**src/rtl/mp4_tag_lookup.sv**
```systemverilog
// ---------------------------------------------------------------------------
// mp4_tag_lookup
//
// Tag lookup controller for a direct-mapped cache whose tags live in an
// external single-port SRAM with one cycle of read latency. A request is
// accepted in IDLE. The SRAM read is issued in that same cycle, and the
// compare happens in the next cycle (LOOKUP). A miss raises miss_req until
// the memory side pulses fill_done. The new tag is then written in WRITE.
// Per-set valid bits are kept in flops because the SRAM powers up with
// undefined contents.
//
// Optional feature: define TAG_FLUSH_EN to add the 'flush' input. Flush high
// in IDLE clears every valid bit in one cycle and blocks acceptance.
//
// Ports:
//   clk, rst         clock, synchronous active-high reset
//   flush            (TAG_FLUSH_EN only) invalidate all sets while idle
//   req_valid/ready  lookup request handshake, req_addr = byte address
//                    (tag = [31:10], set = [9:5], offset ignored)
//   resp_valid       one-cycle lookup result, with resp_hit / resp_set
//   miss_req         refill request, miss_tag held until fill_done
//   fill_done        refill-complete pulse, only honoured while missing
//   tag_csb0/web0    SRAM chip select / write enable (active low)
//   tag_addr0        SRAM address, tag_din0 write data, tag_dout0 read data
// ---------------------------------------------------------------------------
module mp4_tag_lookup #(
    parameter int TAG_W = 22,
    parameter int SET_W = 5
) (
    input  logic             clk,
    input  logic             rst,
`ifdef TAG_FLUSH_EN
    input  logic             flush,
`endif
    input  logic             req_valid,
    output logic             req_ready,
    input  logic [31:0]      req_addr,
    output logic             resp_valid,
    output logic             resp_hit,
    output logic [SET_W-1:0] resp_set,
    output logic             miss_req,
    output logic [TAG_W-1:0] miss_tag,
    input  logic             fill_done,
    output logic             tag_csb0,
    output logic             tag_web0,
    output logic [SET_W-1:0] tag_addr0,
    output logic [TAG_W-1:0] tag_din0,
    input  logic [TAG_W-1:0] tag_dout0
);

    localparam int NUM_SETS = 1 << SET_W;
    localparam int SET_LSB  = 5;
    localparam int TAG_LSB  = SET_LSB + SET_W;

    typedef enum logic [1:0] {
        ST_IDLE,
        ST_LOOKUP,
        ST_MISS,
        ST_WRITE
    } state_t;

    state_t                state_reg;
    logic [TAG_W-1:0]      tag_reg;
    logic [SET_W-1:0]      set_reg;
    logic [NUM_SETS-1:0]   valid_bits;

    logic                  flush_now;
    logic                  accept;
    logic                  clear_all;
    logic                  lookup_hit;
    logic                  addr_unused;

`ifdef TAG_FLUSH_EN
    assign flush_now = flush;
`else
    assign flush_now = 1'b0;
`endif

    // Byte offset bits never take part in the lookup.
    assign addr_unused = ^req_addr[SET_LSB-1:0];

    // A flush cycle takes priority over a request arriving in the same cycle.
    assign accept     = (state_reg == ST_IDLE) && !rst && !flush_now && req_valid;
    assign clear_all  = (state_reg == ST_IDLE) && flush_now;
    // An entry never written since reset/flush misses even if the SRAM
    // happens to hold a matching pattern.
    assign lookup_hit = valid_bits[set_reg] && (tag_dout0 == tag_reg);

    // ------------------------------------------------------------------
    // Control FSM
    // ------------------------------------------------------------------
    always_ff @(posedge clk) begin
        if (rst) begin
            state_reg <= ST_IDLE;
            tag_reg   <= '0;
            set_reg   <= '0;
        end else begin
            case (state_reg)
                ST_IDLE: begin
                    if (accept) begin
                        tag_reg   <= req_addr[TAG_LSB +: TAG_W];
                        set_reg   <= req_addr[SET_LSB +: SET_W];
                        state_reg <= ST_LOOKUP;
                    end
                end
                ST_LOOKUP: state_reg <= lookup_hit ? ST_IDLE : ST_MISS;
                ST_MISS: begin
                    if (fill_done) begin
                        state_reg <= ST_WRITE;
                    end
                end
                ST_WRITE: state_reg <= ST_IDLE;
                default:  state_reg <= ST_IDLE;
            endcase
        end
    end

    // ------------------------------------------------------------------
    // Per-set valid bits: cleared by reset or idle flush, set on refill
    // ------------------------------------------------------------------
    generate
        for (genvar gi = 0; gi < NUM_SETS; gi++) begin : g_valid
            logic valid_reg;
            always_ff @(posedge clk) begin
                if (rst || clear_all) begin
                    valid_reg <= 1'b0;
                end else if (state_reg == ST_WRITE && set_reg == SET_W'(gi)) begin
                    valid_reg <= 1'b1;
                end
            end
            assign valid_bits[gi] = valid_reg;
        end
    endgenerate

    // ------------------------------------------------------------------
    // Output decode. Outputs are held inactive while reset is asserted so
    // that nothing leaks out of a state that is being abandoned.
    // ------------------------------------------------------------------
    always_comb begin
        req_ready  = 1'b0;
        resp_valid = 1'b0;
        resp_hit   = 1'b0;
        resp_set   = '0;
        miss_req   = 1'b0;
        miss_tag   = '0;
        tag_csb0   = 1'b1;
        tag_web0   = 1'b1;
        tag_addr0  = '0;
        tag_din0   = '0;
        if (!rst) begin
            case (state_reg)
                ST_IDLE: begin
                    req_ready = !flush_now;
                    if (accept) begin
                        // Read issued in the accept cycle; data returns in LOOKUP.
                        tag_csb0  = 1'b0;
                        tag_addr0 = req_addr[SET_LSB +: SET_W];
                    end
                end
                ST_LOOKUP: begin
                    resp_valid = 1'b1;
                    resp_hit   = lookup_hit;
                    resp_set   = set_reg;
                end
                ST_MISS: begin
                    miss_req = 1'b1;
                    miss_tag = tag_reg;
                end
                ST_WRITE: begin
                    tag_csb0  = 1'b0;
                    tag_web0  = 1'b0;
                    tag_addr0 = set_reg;
                    tag_din0  = tag_reg;
                end
                default: ;
            endcase
        end
    end

endmodule

```
**config.mk**
```make
export PLATFORM = sky130hd
export DESIGN_NAME = mp4_tag_lookup
export DESIGN_NICKNAME = d
export VERILOG_FILES = /design/src/rtl/mp4_tag_lookup.sv
export SDC_FILE = /design/constraint.sdc
export NUM_CORES = 1
export LEC_CHECK = 0
export BUFFER_PORTS_ARGS = -buffer_cell sky130_fd_sc_hd__buf_2
export CAP_MARGIN = 20
export CELL_PAD_IN_SITES_DETAIL_PLACEMENT = 1
export CELL_PAD_IN_SITES_GLOBAL_PLACEMENT = 1
export CORE_MARGIN = 2
export CORE_UTILIZATION = 35
export CTS_CLUSTER_DIAMETER = 40
export DETAILED_ROUTE_END_ITERATION = 8
export HOLD_SLACK_MARGIN = 0.08
export PLACE_DENSITY_LB_ADDON = 0.1
export SKIP_LAST_GASP = 1
export SYNTH_ARGS = -nofsm -noshare
export SYNTH_HDL_FRONTEND = slang
export SYNTH_SLANG_ARGS = --single-unit
export TNS_END_PERCENT = 20
```
**constraint.sdc**
```tcl
create_clock -name clk -period 3.4 [get_ports clk]
set_input_delay 0.34 -clock clk [delete_from_list [all_inputs] [get_ports clk]]
set_output_delay 0.34 -clock clk [all_outputs]
set_load 0.03 [all_outputs]
```
==> out/qor.txt, run 1 <==
status: finished clean
critical path type: reg -> out
Clock Path Buffers: 2
crit start category: flop
number of remaining DRC errors: 0
commonest non-fill, non-tap cell in the layout: buf_2
M1 GR Usage: 26.1%
commonest cells after routing, fill and taps aside: buf_2, nor2_1, dfxtp_1
CTS Hold Bufs: 0
Starting Density: 35.7%
layout cells sized above 1: 29.0%
post-synthesis mux area share: 5.85%
Mapped Area: 3100 µm²
xor/xnor share of the synthesized area: 6.21%
Sink Count: 61
Non-Filler Instances: 612
Syn Area/Cell: 7.89 µm²
GRT Total Usage: 20.3%
Final Cycle Share: 87.4%
CP Buf/Inv Count: 2
leak pwr: 1.78 nW
global-route wire length before repair: 15800 µm
Die Wd: 98.1 µm
Detailed Routing Iterations Pass 1: 4
dpl hpwl: 7070 µm
Slew Limit Headroom: 53.3%
row count: 34
Worst path max stage delay: 0.71 ns
Routability Congestion: 0.754
Required @ worst endpoint: 3.06 ns
met3 usage: 5.44%
Die H: 98.1 µm
Vias/cell: 4.95
clock skew: 0.00863 ns
max reg flops: 32
critical path's top delay family: compound AO/OA/AOI/OAI gates
met2 Use GR: 33.9%
worst skew pair latency: 0.34 ns
fill count: 1119
setup TNS: 0 ns
Async S/R FF share, synth: 0%
largest net degree at the start of global routing: 37
VDD IR max: 195 µV
Least-Margin Pin Slew: 0.700 ns
routed wire length per instance: 15.8 µm
CTS tree: done
post-synthesis cell count: 393
Multi-input gate area: 1740 µm²
Yosys warning count: 0
clock buffer count from CTS: 9
CORE AREA: 8680 µm²
number of post-CTS setup repair buffers: 0
register area share after synthesis: 39.4%
Distinct cells, synth: 41
number of synthesized flops with an enable pin: 0
Top FF cell, synth: dfxtp_1
number of global-route vias before repair: 3127
clk root buf: clkbuf_8
area share of the largest cell type after synthesis: 39.4%
Synth area leaders: dfxtp_1, nor2_1, xor2_1, a21oi_1, nand2b_1
H-tree levels: 3
final hold viol count: 0
adder-cell share of the synthesized area: 2.02%
Power Dens Cells: 502 nW/µm²
Final min period: 2.97 ns
register area: 1220 µm²
total gr overflow: 0
RSZ-0062 raised after global routing: false
dpl cells: 596
HP Class: in -> reg
worst setup margin: 0.428 ns
diode count: 0
gr busiest metal: met2
crit path max fanout: 15
Top-Level Pins: 118
Synthesized Nets: 456
via count: 3029
Synth Register Bits: 61
# setup viols final: 0
Buffers on Ports: 112
Final ANT Viol Nets: 0
Finished Core Util: 46.3%
Slew Limit Fails: 0
Synth Area in Simple Gates: 27.3%
First DRT Iteration DRCs: 76
Synth Area in Compound Gates: 14.7%
routed wire length: 9670 µm
largest family of logic cells by synthesized area: simple AND/OR/NAND/NOR gates
Crit path arrival time: 2.63 ns
Worst Setup End Kind: primary output
cell taking the most area after synthesis: dfxtp_1
Die Area: 9630 µm²
Worst path slowest cell: dfxtp_1
initial antenna violation count: 0
# resized after CTS: 0
Cell Chain, Critical Path: buf_4 > mux2_2 > a32o_1 > a2111oi_4 > a311oi_2 > buf_2
fin nets: 562
FMAX: 0.336 GHz
Layout area overhead: 29.4%
Place WS: 0.801 ns
Worst-path clk slew: 0.07 ns
Max Cap Viol: 0
cell usage after synthesis, types with 2 or more instances:
library cell and n:
mux2_2 3, a21oi_1 34, clkbuf_1 17, nor2_1 87
nand2_1 39, nor2b_1 5, nand2b_1 26, buf_1 3
and3_1 2, nand3b_1 2, a31oi_1 8, nor4_1 5
nor3_1 6, mux2i_1 5, xnor2_1 2, and2_1 6
ha_1 5, mux4_1 2, inv_1 7, mux4_2 2
xor2_1 20, a211oi_1 3, o21ai_0 22, dfxtp_1 61
nand3_1 3, buf_4 3
per-stage QoR:
step / cell area [µm²] / hold slack, ns / power (mW)
2_1_floorplan: 3100 / 0.428 / 1.03
3_5_place_dp: 3740 / 0.459 / 1.14
4_1_cts: 4020 / 0.184 / 2.04
5_1_grt: 4020 / 0.198 / 2.11
6_report: 4020 / 0.195 / 2.01
3_3_place_gp: 3740 / 0.441 / 1.14
per-layer routing:
metal	wire length, µm	vias up	share of wire [%]
li1	-	1518	-
met1	4380	1424	45
met2	4650	76	48
met3	526	11	5.4
met4	117	0	1.2
met5	0	-	0
layout make-up:
cell class / instances / share of cell area [%]
Multi-Input combinational cell: 300 / 43.3
Timing Repair Buffer: 120 / 15.5
Tap cell: 108 / 3.37
Clock inverter: 6 / 3.33
Sequential cell: 61 / 30.4
Inverter: 7 / 0.654
Clock buffer: 10 / 3.43
worst register-to-register path: stages (launching register included):
cell	delay, ns
dfxtp_1	0.71
buf_4	0.29
mux2_2	0.34
a32o_1	0.30
a2111oi_4	0.32
a41oi_1	0.15
a21bo_1	0.21
final timing paths:
kind	from	end	slack (ns)	depth (start not counted)
max	set_reg[2]$_SDFFE_PP0P_	resp_hit	0.43	6
min	req_addr[28]	tag_reg[18]$_SDFFE_PP0P_	0.20	3
min reg2reg	g_valid[7].valid_reg$_SDFFE_PP0P_	g_valid[7].valid_reg$_SDFFE_PP0P_	0.47	2
max reg2reg	set_reg[2]$_SDFFE_PP0P_	flop	1.03	6
cell families (layout without fill, tap and decap cells):
group,after synthesis,after routing
buf+inv,32,143
compound gates,75,75
fa+ha+maj,5,5
mux,12,12
xor+xnor,22,22
flops,61,61
simple gates,186,186
where the power goes:
part	switching (mW)	leakage (nW)	internal [mW]
Sequential	0.0484	0.496	0.759
Clock	0.305	0.136	0.581
Combinational	0.200	1.14	0.120
Power figures use the tool's default switching activity.
==> inputs of run 2 (changes only) <==
--- a/config.mk
+++ b/config.mk
@@ -11,6 +11,7 @@
 export CELL_PAD_IN_SITES_GLOBAL_PLACEMENT = 1
 export CORE_MARGIN = 2
 export CORE_UTILIZATION = 35
+export CTS_BUF_LIST = sky130_fd_sc_hd__clkbuf_2
 export CTS_CLUSTER_DIAMETER = 40
 export DETAILED_ROUTE_END_ITERATION = 8
 export HOLD_SLACK_MARGIN = 0.08
==> out/qor.txt, run 2 (synthesis results as in run 1) <==
via count: 3165
crit path max fanout: 15
Die Area: 9630 µm²
HP Class: in -> reg
Vias/cell: 4.95
Worst path slowest cell: dfxtp_1
clk root buf: clkbuf_2
initial antenna violation count: 0
max reg flops: 32
Final Cycle Share: 93.2%
fin nets: 590
Power Dens Cells: 436 nW/µm²
RSZ-0062 raised after global routing: false
Max Cap Viol: 0
Buffers on Ports: 112
leak pwr: 1.86 nW
crit start category: flop
clock buffer count from CTS: 9
diode count: 0
total gr overflow: 0
Least-Margin Pin Slew: 0.721 ns
Worst Setup End Kind: primary output
routed wire length: 10000 µm
Crit path arrival time: 2.83 ns
status: finished clean
FMAX: 0.316 GHz
number of global-route vias before repair: 3286
Cell Chain, Critical Path: buf_4 > mux2_2 > a32o_1 > a2111oi_4 > a311oi_2 > buf_2
First DRT Iteration DRCs: 91
r2r worst-path depth: 6
Clock Path Buffers: 2
Top-Level Pins: 118
Routability Congestion: 0.754
Slew Limit Fails: 0
worst skew pair latency: 0.49 ns
routed wire length per instance: 15.7 µm
CORE AREA: 8680 µm²
Finished Core Util: 48.5%
Required @ worst endpoint: 3.06 ns
Worst-path clk slew: 0.19 ns
Detailed Routing Iterations Pass 1: 4
M1 GR Usage: 26.8%
VDD IR max: 209 µV
Slew Limit Headroom: 51.8%
Sink Count: 61
CTS tree: done
global-route wire length before repair: 16400 µm
gr busiest metal: met2
dpl hpwl: 7070 µm
commonest cells after routing, fill and taps aside: buf_2, nor2_1, dfxtp_1
hold depth: 4
setup TNS: 0 ns
# setup viols final: 0
Layout area overhead: 35.6%
GRT Total Usage: 21.3%
row count: 34
commonest non-fill, non-tap cell in the layout: buf_2
H-tree levels: 3
fill count: 1120
Die Wd: 98.1 µm
largest net degree at the start of global routing: 37
met2 Use GR: 36.4%
Final min period: 3.17 ns
final hold viol count: 0
# resized after CTS: 0
number of remaining DRC errors: 0
clock skew: 0.0155 ns
Die H: 98.1 µm
Final ANT Viol Nets: 0
layout cells sized above 1: 27.3%
critical path type: reg -> out
met3 usage: 5.37%
Starting Density: 35.7%
Worst path max stage delay: 0.75 ns
[run 2: cell count changes in the layout (fill, tap and decap cells not counted)]
| cell | previous run | this run |
|---|---|---|
| dlygate4sd3_1 | 0 | 28 |
| clkbuf_8 | 10 | 0 |
| clkbuf_2 | 0 | 9 |
| clkinv_1 | 0 | 1 |
[run 2: power breakdown]
group / total (mW) / internal (mW) / switching [mW]
logic: 0.344 / 0.141 / 0.202
clock network: 0.681 / 0.389 / 0.292
registers: 0.809 / 0.760 / 0.0487
[run 2: critical path, delay by kind of cell (launching register included)]
kind	cells	cell delay, ns
flops	1	0.75
mux	1	0.34
compound gates	3	0.76
buf+inv	2	0.48
[run 2: timing repair]
action                    4_1_cts  5_1_grt
hold endpoints to repair       30        0
buffers inserted                0        0
hold buffers                   28        0
[run 2: stage by stage]
stage | cells | hold slack (ns) | cell area (µm²) | setup slack [ns] | total power [mW]
2_1_floorplan | 393 | 0.428 | 3100 | 0.691 | 1.03
3_3_place_gp | 596 | 0.441 | 3740 | 0.819 | 1.14
3_5_place_dp | 596 | 0.459 | 3740 | 0.801 | 1.14
4_1_cts | 640 | 0.212 | 4210 | 0.194 | 1.86
5_1_grt | 640 | 0.247 | 4210 | 0.0586 | 1.94
6_report | 640 | 0.256 | 4210 | 0.232 | 1.83
[run 2: path summary, 6_finish.rpt]
kind / startpoint / end / slack, ns
hold / removal: req_valid / state_reg[0]$_SDFFE_PP0P_ / 0.26
hold reg to reg: g_valid[7].valid_reg$_SDFFE_PP0P_ / g_valid[7].valid_reg$_SDFFE_PP0P_ / 0.49
setup reg to reg: set_reg[2]$_SDFFE_PP0P_ / flop / 1.01
setup / recovery: set_reg[2]$_SDFFE_PP0P_ / resp_hit / 0.23
[run 2: cell type report]
| class | instances | area, µm² | share of cell area [%] |
|---|---|---|---|
| clock buffers | 9 | 45.0 | 1.07 |
| multi-input cells | 300 | 1740 | 41.4 |
| repair buffers | 148 | 901 | 21.4 |
| inverters | 7 | 26.3 | 0.625 |
| well taps | 108 | 135 | 3.21 |
| flip-flops and latches | 61 | 1220 | 29.0 |
| clock inverters | 7 | 138 | 3.27 |
[run 2: layer usage]
| layer | part of all wire, % | vias up |
|---|---|---|
| met5 | 0 | - |
| met4 | 1.3 | 0 |
| met3 | 5.1 | 12 |
| met2 | 49 | 81 |
| met1 | 45 | 1494 |
| li1 | - | 1578 |
